File: config.mk
export PLATFORM = sky130hd
export DESIGN_NAME = sha256_stream_ctrl_flat
export DESIGN_NICKNAME = d
export VERILOG_FILES = /design/src/rtl/sha256_stream_ctrl_if.sv /design/src/rtl/sha256_stream_ctrl.sv /design/src/flat_wrapper.sv
export SDC_FILE = /design/constraint.sdc
export NUM_CORES = 2
export LEC_CHECK = 0
export ABC_AREA = 0
export BUFFER_PORTS_ARGS = -buffer_cell sky130_fd_sc_hd__buf_2
export CORE_AREA = 2 2 523 525
export DETAILED_ROUTE_END_ITERATION = 8
export DIE_AREA = 0 0 525 527
export PLACE_DENSITY_LB_ADDON = 0.2
export SLEW_MARGIN = 0
export SYNTH_ARGS = -nofsm -noshare
export SYNTH_HDL_FRONTEND = slang
export SYNTH_SLANG_ARGS = --single-unit
File: constraint.sdc
create_clock -name clk -period 3.13 [get_ports clk]
set_clock_uncertainty 0.1 [all_clocks]
set_input_delay 0.626 -clock clk [delete_from_list [all_inputs] [get_ports clk]]
set_output_delay 0.626 -clock clk [all_outputs]
set_load 0.005 [all_outputs]
File: src/rtl/sha256_stream_ctrl_if.sv
// Message-stream and sha256-core signals of the stream controller.
// slave = controller side, master = bus/core side.
interface sha256_stream_ctrl_if;
  logic         in_valid;
  logic         in_ready;
  logic [31:0]  in_data;
  logic         in_last;
  logic [2:0]   in_bytes;
  logic         busy;
  logic         digest_valid;
  logic [255:0] digest;
  logic         core_load_hash;
  logic [255:0] core_hash_in;
  logic         core_gen_hash;
  logic [511:0] core_msg;
  logic         core_block_ready;
  logic [255:0] core_hash_out;

  modport slave (
    input  in_valid, in_data, in_last, in_bytes, core_block_ready, core_hash_out,
    output in_ready, busy, digest_valid, digest, core_load_hash, core_hash_in,
           core_gen_hash, core_msg
  );

  modport master (
    output in_valid, in_data, in_last, in_bytes, core_block_ready, core_hash_out,
    input  in_ready, busy, digest_valid, digest, core_load_hash, core_hash_in,
           core_gen_hash, core_msg
  );
endinterface

File: src/rtl/sha256_stream_ctrl.sv
// Packs 32-bit message words into padded SHA-256 blocks and sequences one core; one word
// per cycle in FILL, in_ready low in IDLE/LOAD_IV/PAD/START/WAIT; digest pulses one cycle after the last block_ready.
module sha256_stream_ctrl #(
  parameter logic [255:0] IV    = 256'h6a09e667bb67ae853c6ef372a54ff53a510e527f9b05688c1f83d9ab5be0cd19,
  parameter int           LEN_W = 61
) (
  input  logic             clk,
  input  logic             rst_n,
  sha256_stream_ctrl_if.slave bus
);

  typedef enum logic [2:0] {IDLE, LOAD_IV, FILL, PAD, START, WAIT} state_e;

  state_e             state_q, state_d;
  logic [3:0]         widx_q, widx_d;
  logic [LEN_W-1:0]   cnt_q, cnt_d;
  logic               pad80_q, pad80_d;
  logic               fin_q, fin_d;
  logic               ended_q, ended_d;
  logic [511:0]       msg_q, msg_d;
  logic [255:0]       digest_q, digest_d;
  logic               dvld_q, dvld_d;

  logic [2:0]         nbytes;
  logic [31:0]        last_word;
  logic [8:0]         slot_lsb;
  logic [63:0]        bit_len;

  // Last word: keep the valid leading bytes, append the 0x80 marker right after them.
  always_comb begin
    nbytes    = (bus.in_bytes > 3'd4) ? 3'd4 : bus.in_bytes;
    last_word = '0;
    for (int b = 0; b < 4; b++) begin
      if (b < int'(nbytes)) begin
        last_word[31-8*b -: 8] = bus.in_data[31-8*b -: 8];
      end else if (b == int'(nbytes)) begin
        last_word[31-8*b -: 8] = 8'h80;
      end
    end
    slot_lsb = {~widx_q, 5'b00000};
    bit_len  = 64'({cnt_q, 3'b000});
  end

  always_comb begin
    state_d  = state_q;
    widx_d   = widx_q;
    cnt_d    = cnt_q;
    pad80_d  = pad80_q;
    fin_d    = fin_q;
    ended_d  = ended_q;
    msg_d    = msg_q;
    digest_d = digest_q;
    dvld_d   = 1'b0;
    case (state_q)
      IDLE: begin
        if (bus.in_valid) state_d = LOAD_IV;
      end
      LOAD_IV: begin
        widx_d  = '0;
        cnt_d   = '0;
        pad80_d = 1'b0;
        fin_d   = 1'b0;
        ended_d = 1'b0;
        state_d = FILL;
      end
      FILL: begin
        if (bus.in_valid) begin
          widx_d = widx_q + 4'd1;
          if (bus.in_last) begin
            msg_d[slot_lsb +: 32] = last_word;
            cnt_d   = cnt_q + LEN_W'(nbytes);
            pad80_d = (nbytes != 3'd4);
            ended_d = 1'b1;
            state_d = (widx_q == 4'd15) ? START : PAD;
          end else begin
            msg_d[slot_lsb +: 32] = bus.in_data;
            cnt_d = cnt_q + LEN_W'(4);
            if (widx_q == 4'd15) state_d = START;
          end
        end
      end
      PAD: begin
        // Length words only fit once the 0x80 marker is placed and slots 14/15 are free.
        if (widx_q == 4'd14 && pad80_q) begin
          msg_d[63:32] = bit_len[63:32];
          msg_d[31:0]  = bit_len[31:0];
          fin_d        = 1'b1;
          state_d      = START;
        end else begin
          msg_d[slot_lsb +: 32] = pad80_q ? 32'h0 : 32'h80000000;
          pad80_d = 1'b1;
          widx_d  = widx_q + 4'd1;
          if (widx_q == 4'd15) state_d = START;
        end
      end
      START: begin
        widx_d  = '0;
        state_d = WAIT;
      end
      WAIT: begin
        if (bus.core_block_ready) begin
          if (fin_q) begin
            digest_d = bus.core_hash_out;
            dvld_d   = 1'b1;
            state_d  = IDLE;
          end else begin
            state_d = ended_q ? PAD : FILL;
          end
        end
      end
      default: state_d = IDLE;
    endcase
  end

  always_ff @(posedge clk or negedge rst_n) begin
    if (!rst_n) begin
      state_q  <= IDLE;
      widx_q   <= '0;
      cnt_q    <= '0;
      pad80_q  <= 1'b0;
      fin_q    <= 1'b0;
      ended_q  <= 1'b0;
      msg_q    <= '0;
      digest_q <= '0;
      dvld_q   <= 1'b0;
    end else begin
      state_q  <= state_d;
      widx_q   <= widx_d;
      cnt_q    <= cnt_d;
      pad80_q  <= pad80_d;
      fin_q    <= fin_d;
      ended_q  <= ended_d;
      msg_q    <= msg_d;
      digest_q <= digest_d;
      dvld_q   <= dvld_d;
    end
  end

  assign bus.in_ready       = (state_q == FILL);
  assign bus.busy           = (state_q != IDLE);
  assign bus.core_load_hash = (state_q == LOAD_IV);
  assign bus.core_gen_hash  = (state_q == START);
  assign bus.core_hash_in   = IV;
  assign bus.core_msg       = msg_q;
  assign bus.digest         = digest_q;
  assign bus.digest_valid   = dvld_q;

endmodule

File: src/flat_wrapper.sv
// flat-port wrapper written by rule: the top's interface ports become plain ports
module sha256_stream_ctrl_flat 
#(
  parameter logic [255:0] IV    = 256'h6a09e667bb67ae853c6ef372a54ff53a510e527f9b05688c1f83d9ab5be0cd19,
  parameter int           LEN_W = 61
)
  (clk, rst_n, bus_in_valid, bus_in_data, bus_in_last, bus_in_bytes, bus_core_block_ready, bus_core_hash_out, bus_in_ready, bus_busy, bus_digest_valid, bus_digest, bus_core_load_hash, bus_core_hash_in, bus_core_gen_hash, bus_core_msg);
  sha256_stream_ctrl_if bus_i ();
  input  logic clk;
  input  logic rst_n;
  input wire logic [$bits(bus_i.in_valid)-1:0] bus_in_valid;
  input wire logic [$bits(bus_i.in_data)-1:0] bus_in_data;
  input wire logic [$bits(bus_i.in_last)-1:0] bus_in_last;
  input wire logic [$bits(bus_i.in_bytes)-1:0] bus_in_bytes;
  input wire logic [$bits(bus_i.core_block_ready)-1:0] bus_core_block_ready;
  input wire logic [$bits(bus_i.core_hash_out)-1:0] bus_core_hash_out;
  output wire logic [$bits(bus_i.in_ready)-1:0] bus_in_ready;
  output wire logic [$bits(bus_i.busy)-1:0] bus_busy;
  output wire logic [$bits(bus_i.digest_valid)-1:0] bus_digest_valid;
  output wire logic [$bits(bus_i.digest)-1:0] bus_digest;
  output wire logic [$bits(bus_i.core_load_hash)-1:0] bus_core_load_hash;
  output wire logic [$bits(bus_i.core_hash_in)-1:0] bus_core_hash_in;
  output wire logic [$bits(bus_i.core_gen_hash)-1:0] bus_core_gen_hash;
  output wire logic [$bits(bus_i.core_msg)-1:0] bus_core_msg;
  assign bus_i.in_valid = bus_in_valid;
  assign bus_i.in_data = bus_in_data;
  assign bus_i.in_last = bus_in_last;
  assign bus_i.in_bytes = bus_in_bytes;
  assign bus_i.core_block_ready = bus_core_block_ready;
  assign bus_i.core_hash_out = bus_core_hash_out;
  assign bus_in_ready = bus_i.in_ready;
  assign bus_busy = bus_i.busy;
  assign bus_digest_valid = bus_i.digest_valid;
  assign bus_digest = bus_i.digest;
  assign bus_core_load_hash = bus_i.core_load_hash;
  assign bus_core_hash_in = bus_i.core_hash_in;
  assign bus_core_gen_hash = bus_i.core_gen_hash;
  assign bus_core_msg = bus_i.core_msg;
  sha256_stream_ctrl #(.IV(IV), .LEN_W(LEN_W)) u_core (.clk(clk), .rst_n(rst_n), .bus(bus_i));
endmodule
# --- Word level (Yosys, flattened, before mapping) ---
# Cells that the tools add are included.
word_totals:
  ff_bits: 840
  latchBits: 0
  mem_bits_rw: 0
  romBits: 0
  in_bits: 296
  out_inout_bits: 1029
  word_cells: 106
  n_memories: 0
classes:
  n_addsub: 4
  multipliers: 0
  div: 0
  magnitude_cmp: 5
  eq_ne: 17
  n_shift: 4
  n_mux: 46
  bitwise_logic: 1
  reduce_logical: 19
op_table:
  columns: ["op", "count"]
  rows:
  - ["$bwmux W512", 3]
  - ["$shiftx A32 B11 Y512", 3]
  - ["$mux W512", 2]
  - ["$pmux W512 S2", 1]
  - ["$shift A32 B11 Y512 const A", 1]
  - ["$mux W448", 1]
  - ["$mux W61", 2]
  - ["$pmux W61 S2", 1]
  - ["$mux W64", 1]
  - ["$mux W8", 8]
  - ["$add A61 B3 Y61", 1]
  - ["$add A61 B3 Y61 const B", 1]
  - ["$mux W32", 1]
  - ["$mux W3", 9]
  - ["$pmux W3 S6", 1]
  - ["$reduce_and A3 Y1", 5]
  - ["$pmux W4 S3", 1]
  - ["$neg A9 Y11", 1]
  - ["$mux W1", 10]
  - ["$ne A2 B2 Y1 const B", 5]
  - ["$reduce_bool A3 Y1", 3]
  - ["$eq A4 B4 Y1 const B", 2]
  - ["$mux W4", 2]
  - ["$eq A3 B2 Y1 const B", 2]
  - ["other kinds (19)", 29]

# --- Logic depth before layout (Yosys ltp) ---
depth:
  depth_word: 10
  mapped_depth: 11
  mapped_depth_nobuf: 9

# --- Least setup slack after synthesis ---
# Ideal clock, no wire load.
synth_timing:
  path_kind: "register to register"
  from: "reg u_core.widx_q[0]"
  to: "reg u_core.msg_q[5], in the netlist u_core.bus.core_msg[5]"
  arrival_time_ps: 2607
  required_time_ps: 2904
  slack_ps: 297
  path_stages_with_launch: 11
  path_buffers: 3
  period_less_slack_ps: 2833
  cell_sequence: "dfrtp_1 clkbuf_1 inv_1 ha_1 nand2b_1 nor3_2 nand2_1 a2bb2o_1 clkbuf_1 clkbuf_1 a221o_1"
synth_via:
  elab_chain_cells: 7
synth_rtl:
  columns: ["element", "line_no", "source"]
  rows:
  - ["start: declaration", "sha256_stream_ctrl.sv:15", "logic [3:0] widx_q, widx_d;"]
  - ["start signal: assignment", "sha256_stream_ctrl.sv:128", "widx_q <= widx_d;"]
  - ["$not A4 Y4", "sha256_stream_ctrl.sv:40", "slot_lsb = {~widx_q, 5'b00000};"]
  - ["$neg A9 Y11", "sha256_stream_ctrl.sv:70, sha256_stream_ctrl.sv:76, sha256_stream_ctrl.sv:90", null]
  - ["$shiftx A32 B11 Y512, or another cell as far along", "sha256_stream_ctrl.sv:76", "msg_d[slot_lsb +: 32] = bus.in_data;"]
  - ["$bwmux W512, on equally long branches", "sha256_stream_ctrl.sv:76, sha256_stream_ctrl.sv:70", null]
  - ["$mux W512", "sha256_stream_ctrl.sv:69", "if (bus.in_last) begin"]
  - ["$mux W512", "sha256_stream_ctrl.sv:67", "if (bus.in_valid) begin"]
  - ["$pmux W512 S2 *", "sha256_stream_ctrl.sv:54", "case (state_q)"]
  - ["end signal: assignment", "sha256_stream_ctrl.sv:133", "msg_q <= msg_d;"]
  - ["end: declaration", "sha256_stream_ctrl.sv:20", "logic [511:0] msg_q, msg_d;"]
# Mark *: on every way between the ends. The rest lies on a longest branch, timed or not. The select of a mux whose other input is x is not followed.
# A chain may end at the register's enable or synchronous reset.

# --- Worst setup path in the final report ---
layout_timing:
  from: "reg u_core.state_q[1]"
  to: "out bus_core_load_hash"
layout_via:
  elab_chain_cells: 1
layout_rtl:
  columns: ["element", "line_no", "source"]
  rows:
  - ["start: declaration", "sha256_stream_ctrl.sv:14", "state_e state_q, state_d;"]
  - ["start signal: assignment", "sha256_stream_ctrl.sv:127", "state_q <= state_d;"]
  - ["$eq A3 B1 Y1", "sha256_stream_ctrl.sv:141", "assign bus.core_load_hash = (state_q == LOAD_IV);"]
  - ["end: declaration", "flat_wrapper.sv:21", "output wire logic [$bits(bus_i.core_load_hash)-1:0] bus_core_load_hash;"]
# Every way passes these cells.

==> results by group <==
Worst setup path
  – CP cell instances: or3b_4 > clkinvlp_4 > buf_12 > buf_6
  – Critical path capture point type: output pin
  – Critical Path Fanout Max: 28
  – R2R cell count: 7
  – Crit. path cell count: 4
  – R2r setup slk: approximately 0.22 ns
  – CP max stage delay: 0.47 ns
  – Critical path buffers and inverters: 3
  – Critical Path RT: ~2.4 ns
  – Crit Path Category: reg -> out
  – Crit path DAT: 2.26 ns
  – Critical path's top delay family: buffers and inverters
  – CP max stage cell: dfrtp_2
  – Critical Path Start Type: flop

Synth
  – Mean Syn Cell Area: 11.6 sq um
  – Ys Warns: 0
  – Cell area after synthesis: 0.0352 sq mm
  – Largest area contributor in the netlist: dfrtp_1
  – Sequential area share after synthesis: 0.596
  – Top-area cell type share of the netlist area: 0.596
  – Synth Instances: between 3000 and 4000
  – Netlist cell types: 70
  – FFs w/ async S/R, synth: 1.00
  – Top_reg_cell synth: dfrtp_1
  – EDFF count, synth: 0
  – Synth Register Bits: 840
  – Synth top area cells: dfrtp_1 60%, mux2_2 9.6%, buf_4 5.5%

Routing
  – Mean routed wirelength per cell: 26.5 microns
  – Vias per cell: 3.62
  – DRC: 0
  – Via Count: 29800
  – DRT Wirelength: 218 mm
  – Antenna Nets Post-Route: 0
  – Initial DRC count: 1544
  – TritonRoute pass-1 iters: 5

Clock tree
  – Max clock buf depth: 4
  – TritonCTS clock tree: yes
  – Root Buffer: clkbuf_16
  – CTS buffer count: 114
  – Clock slew at reported path FFs: 0.06 ns
  – H-tree Lvls: 3
  – Clk sink count: 840
  – Worst-Skew Late Latency: 0.85 ns

Die
  – Initial core utilization: 0.130
  – Ports: roughly 1300
  – Die Span X: 525 microns
  – Die ar.: ~0.28 sq mm
  – Core footprint: 0.272 sq mm
  – Die Y-Extent: roughly 530 microns
  – # rows: 192

Place
  – Post-DP HPWL: 172 mm
  – Gpl congestion: just over 0.8
  – Port Buffers: 1068
  – Place WS: ~0.10 ns

Global routing
  – Antenna violations before repair: slightly below 60
  – Largest net degree at the start of global routing: 103
  – Vias in the first global route: 30800
  – Total grt overflow: 0
  – GRT Total Usage: 0.153
  – Global-route wire length before repair: 290 mm

Timing
  – Max Slew Vio Count: 0
  – Final hold vios: 0
  – RSZ-0062 raised after global routing: no
  – Achievable clock frequency: 335 MHz
  – Fin crit period: between 2 and 3 ns
  – Period utilization: 0.955
  – Max_slew headroom: 0.318
  – Final worst setup slack: 0.141 ns
  – Least-Margin Pin Slew: 1.02 ns
  – Final setup violation count: 0

Power and ir drop
  – Maximum VDD drop: ~440 uV
  – PD cells: 696 mW/mm^2
  – Leak: 25.6 nW

Layout
  – Fill cells: 30100
  – Area grow syn2layout: 47.6%
  – Share of layout cells above drive strength 1: 0.391
  – # nets final: approximately 4800
  – Final core occ: 0.192

Worst hold path
  – HP Class: in -> reg
  – Cells on Worst Hold Path: 3

Run
  – # Max-Cap Violations: 0

Outcome
  – Outcome: finished clean
kinds of logic (layout without fill, tap and decap cells):
| family | after synthesis | after routing | share of synthesized area |
|---|---|---|---|
| multiplexers | 305 | 305 | 0.0973 |
| AND/OR/NAND/NOR | 775 | 775 | 0.0975 |
| XOR/XNOR | 25 | 25 | 0.00621 |
| flip-flops | 840 | 840 | 0.596 |
| AO/OA/AOI/OAI | 633 | 633 | 0.122 |
| adder cells (fa/ha/maj) | 7 | 7 | 0.00270 |
| other | 2 | 286 | 0.000213 |
| buffers and inverters | 461 | 1759 | 0.0773 |
what timing repair did:
item | CTS | global route
resized for setup | 6 | 1
hold buffers | 259 | 0
buffers inserted | 1 | 4
gates cloned | 1 | 0
endpoints found under the setup margin | 2 | 2
hold endpoints to repair | 283 | 0
pin swaps | 1 | 0
Yosys cell counts, types with 4 or more instances:
cell type,number
nand3_1,28
nor3_1,12
mux2i_1,5
ha_1,6
o211ai_1,5
nor2_1,100
nor4_1,11
nand2_1,489
clkbuf_1,157
buf_1,11
and3_1,10
a221o_1,28
o21a_1,6
nand2b_1,11
nand3b_1,4
o31ai_1,89
nor2b_1,8
or3_1,19
inv_1,18
o2bb2ai_1,131
a21oi_1,44
buf_2,17
mux2_2,300
xor2_1,11
and2_1,10
nand4_1,34
o22ai_1,6
a22o_1,30
xnor2_1,14
a32o_1,8
a21o_1,4
dfrtp_1,840
buf_4,257
or4_1,12
o21ai_0,258
power breakdown:
part	switching [W]	internal [W]	total (W)
clock	0.00556	0.00806	0.0136
sequential	0.00127	0.0125	0.0138
combinational	0.00551	0.00330	0.00881
final cells by class:
cell class                      count  area [sq um]  share of cell area
Sequential cell                   840         21000               0.404
Multi-Input combinational cell   2001         12600               0.242
Timing Repair Buffer             1535          9990               0.192
Tap cell                         3589          4490              0.0863
Clock buffer                      157          3250              0.0624
Clock inverter                     49           568              0.0109
Antenna cell                       30          75.1             0.00144
Inverter                           18          71.3             0.00137
worst min-delay path, cell delays in order:
cell and delay (ns):
buf_2 0.17, nand2_1 0.09, o21ai_0 0.08
layer usage:
| metal | track usage | vias to the layer above | routed length (microns) |
|---|---|---|---|
| met5 | 0 | - | 183 |
| met4 | 0.0509 | 28 | 7980 |
| met3 | 0.0417 | 264 | 14300 |
| met2 | 0.279 | 1176 | 113000 |
| met1 | 0.169 | 15100 | 82700 |
| li1 | - | 13200 | - |
final timing paths:
check | startpoint | endpoint
max | u_core.state_q[1]$_DFFE_PN0P_ | bus_core_load_hash
min | bus_in_data[24] | u_core.bus.core_msg[120]$_DFFE_PN0P_
max reg2reg | u_core.widx_q[1]$_DFFE_PN0P_ | u_core.bus.core_msg[405]$_DFFE_PN0P_
min reg2reg | u_core.bus.core_msg[487]$_DFFE_PN0P_ | u_core.bus.core_msg[487]$_DFFE_PN0P_
max in group asynchronous | rst_n | u_core.bus.digest[113]$_DFFE_PN0P_
min in group asynchronous | rst_n | u_core.bus.core_msg[443]$_DFFE_PN0P_
sequential cells by signal (all words and copies together), names as in the netlist:
register                 flops
u_core.bus.core_msg        512
u_core.pad80_q               1
u_core.widx_q                4
u_core.cnt_q                61
u_core.state_q               3
u_core.bus.digest          256
u_core.bus.digest_valid      1
u_core.ended_q               1
u_core.fin_q                 1
placed cells by master, fill, tap and decap left out, types with 11 or more instances in the layout:
| cell | n |
|---|---|
| nor3_1 | 12 |
| xor2_1 | 11 |
| buf_4 | 171 |
| a22o_1 | 30 |
| clkbuf_8 | 21 |
| dfrtp_1 | 838 |
| a21oi_1 | 43 |
| inv_1 | 17 |
| clkbuf_16 | 115 |
| nand2_1 | 481 |
| conb_1 | 256 |
| buf_12 | 36 |
| xnor2_1 | 14 |
| o2bb2ai_1 | 131 |
| clkinv_2 | 17 |
| or4_1 | 12 |
| nand3_1 | 26 |
| or3_1 | 19 |
| o31ai_1 | 89 |
| diode_2 | 30 |
| o21ai_0 | 258 |
| mux2_2 | 300 |
| clkbuf_1 | 21 |
| buf_2 | 1066 |
| a221o_1 | 28 |
| dlygate4sd3_1 | 259 |
| nand4_1 | 34 |
| nor2_1 | 97 |
metrics by stage:
step                      instance area, sq um  std cells  hold slack (ns)  power [W]  setup TNS (ns)
after floorplan                          36200       3302            0.230     0.0171               0
after global placement                   45500       7718            0.355     0.0227         -0.0121
after detailed placement                 45500       7718            0.361     0.0227               0
after CTS                                51900       8185         0.000202     0.0371         -0.0159
after global routing                     52000       8204          0.00795     0.0383               0
final                                    52000       8219           0.0754     0.0362               0
Note: power is estimated with default switching activity, not from simulation.
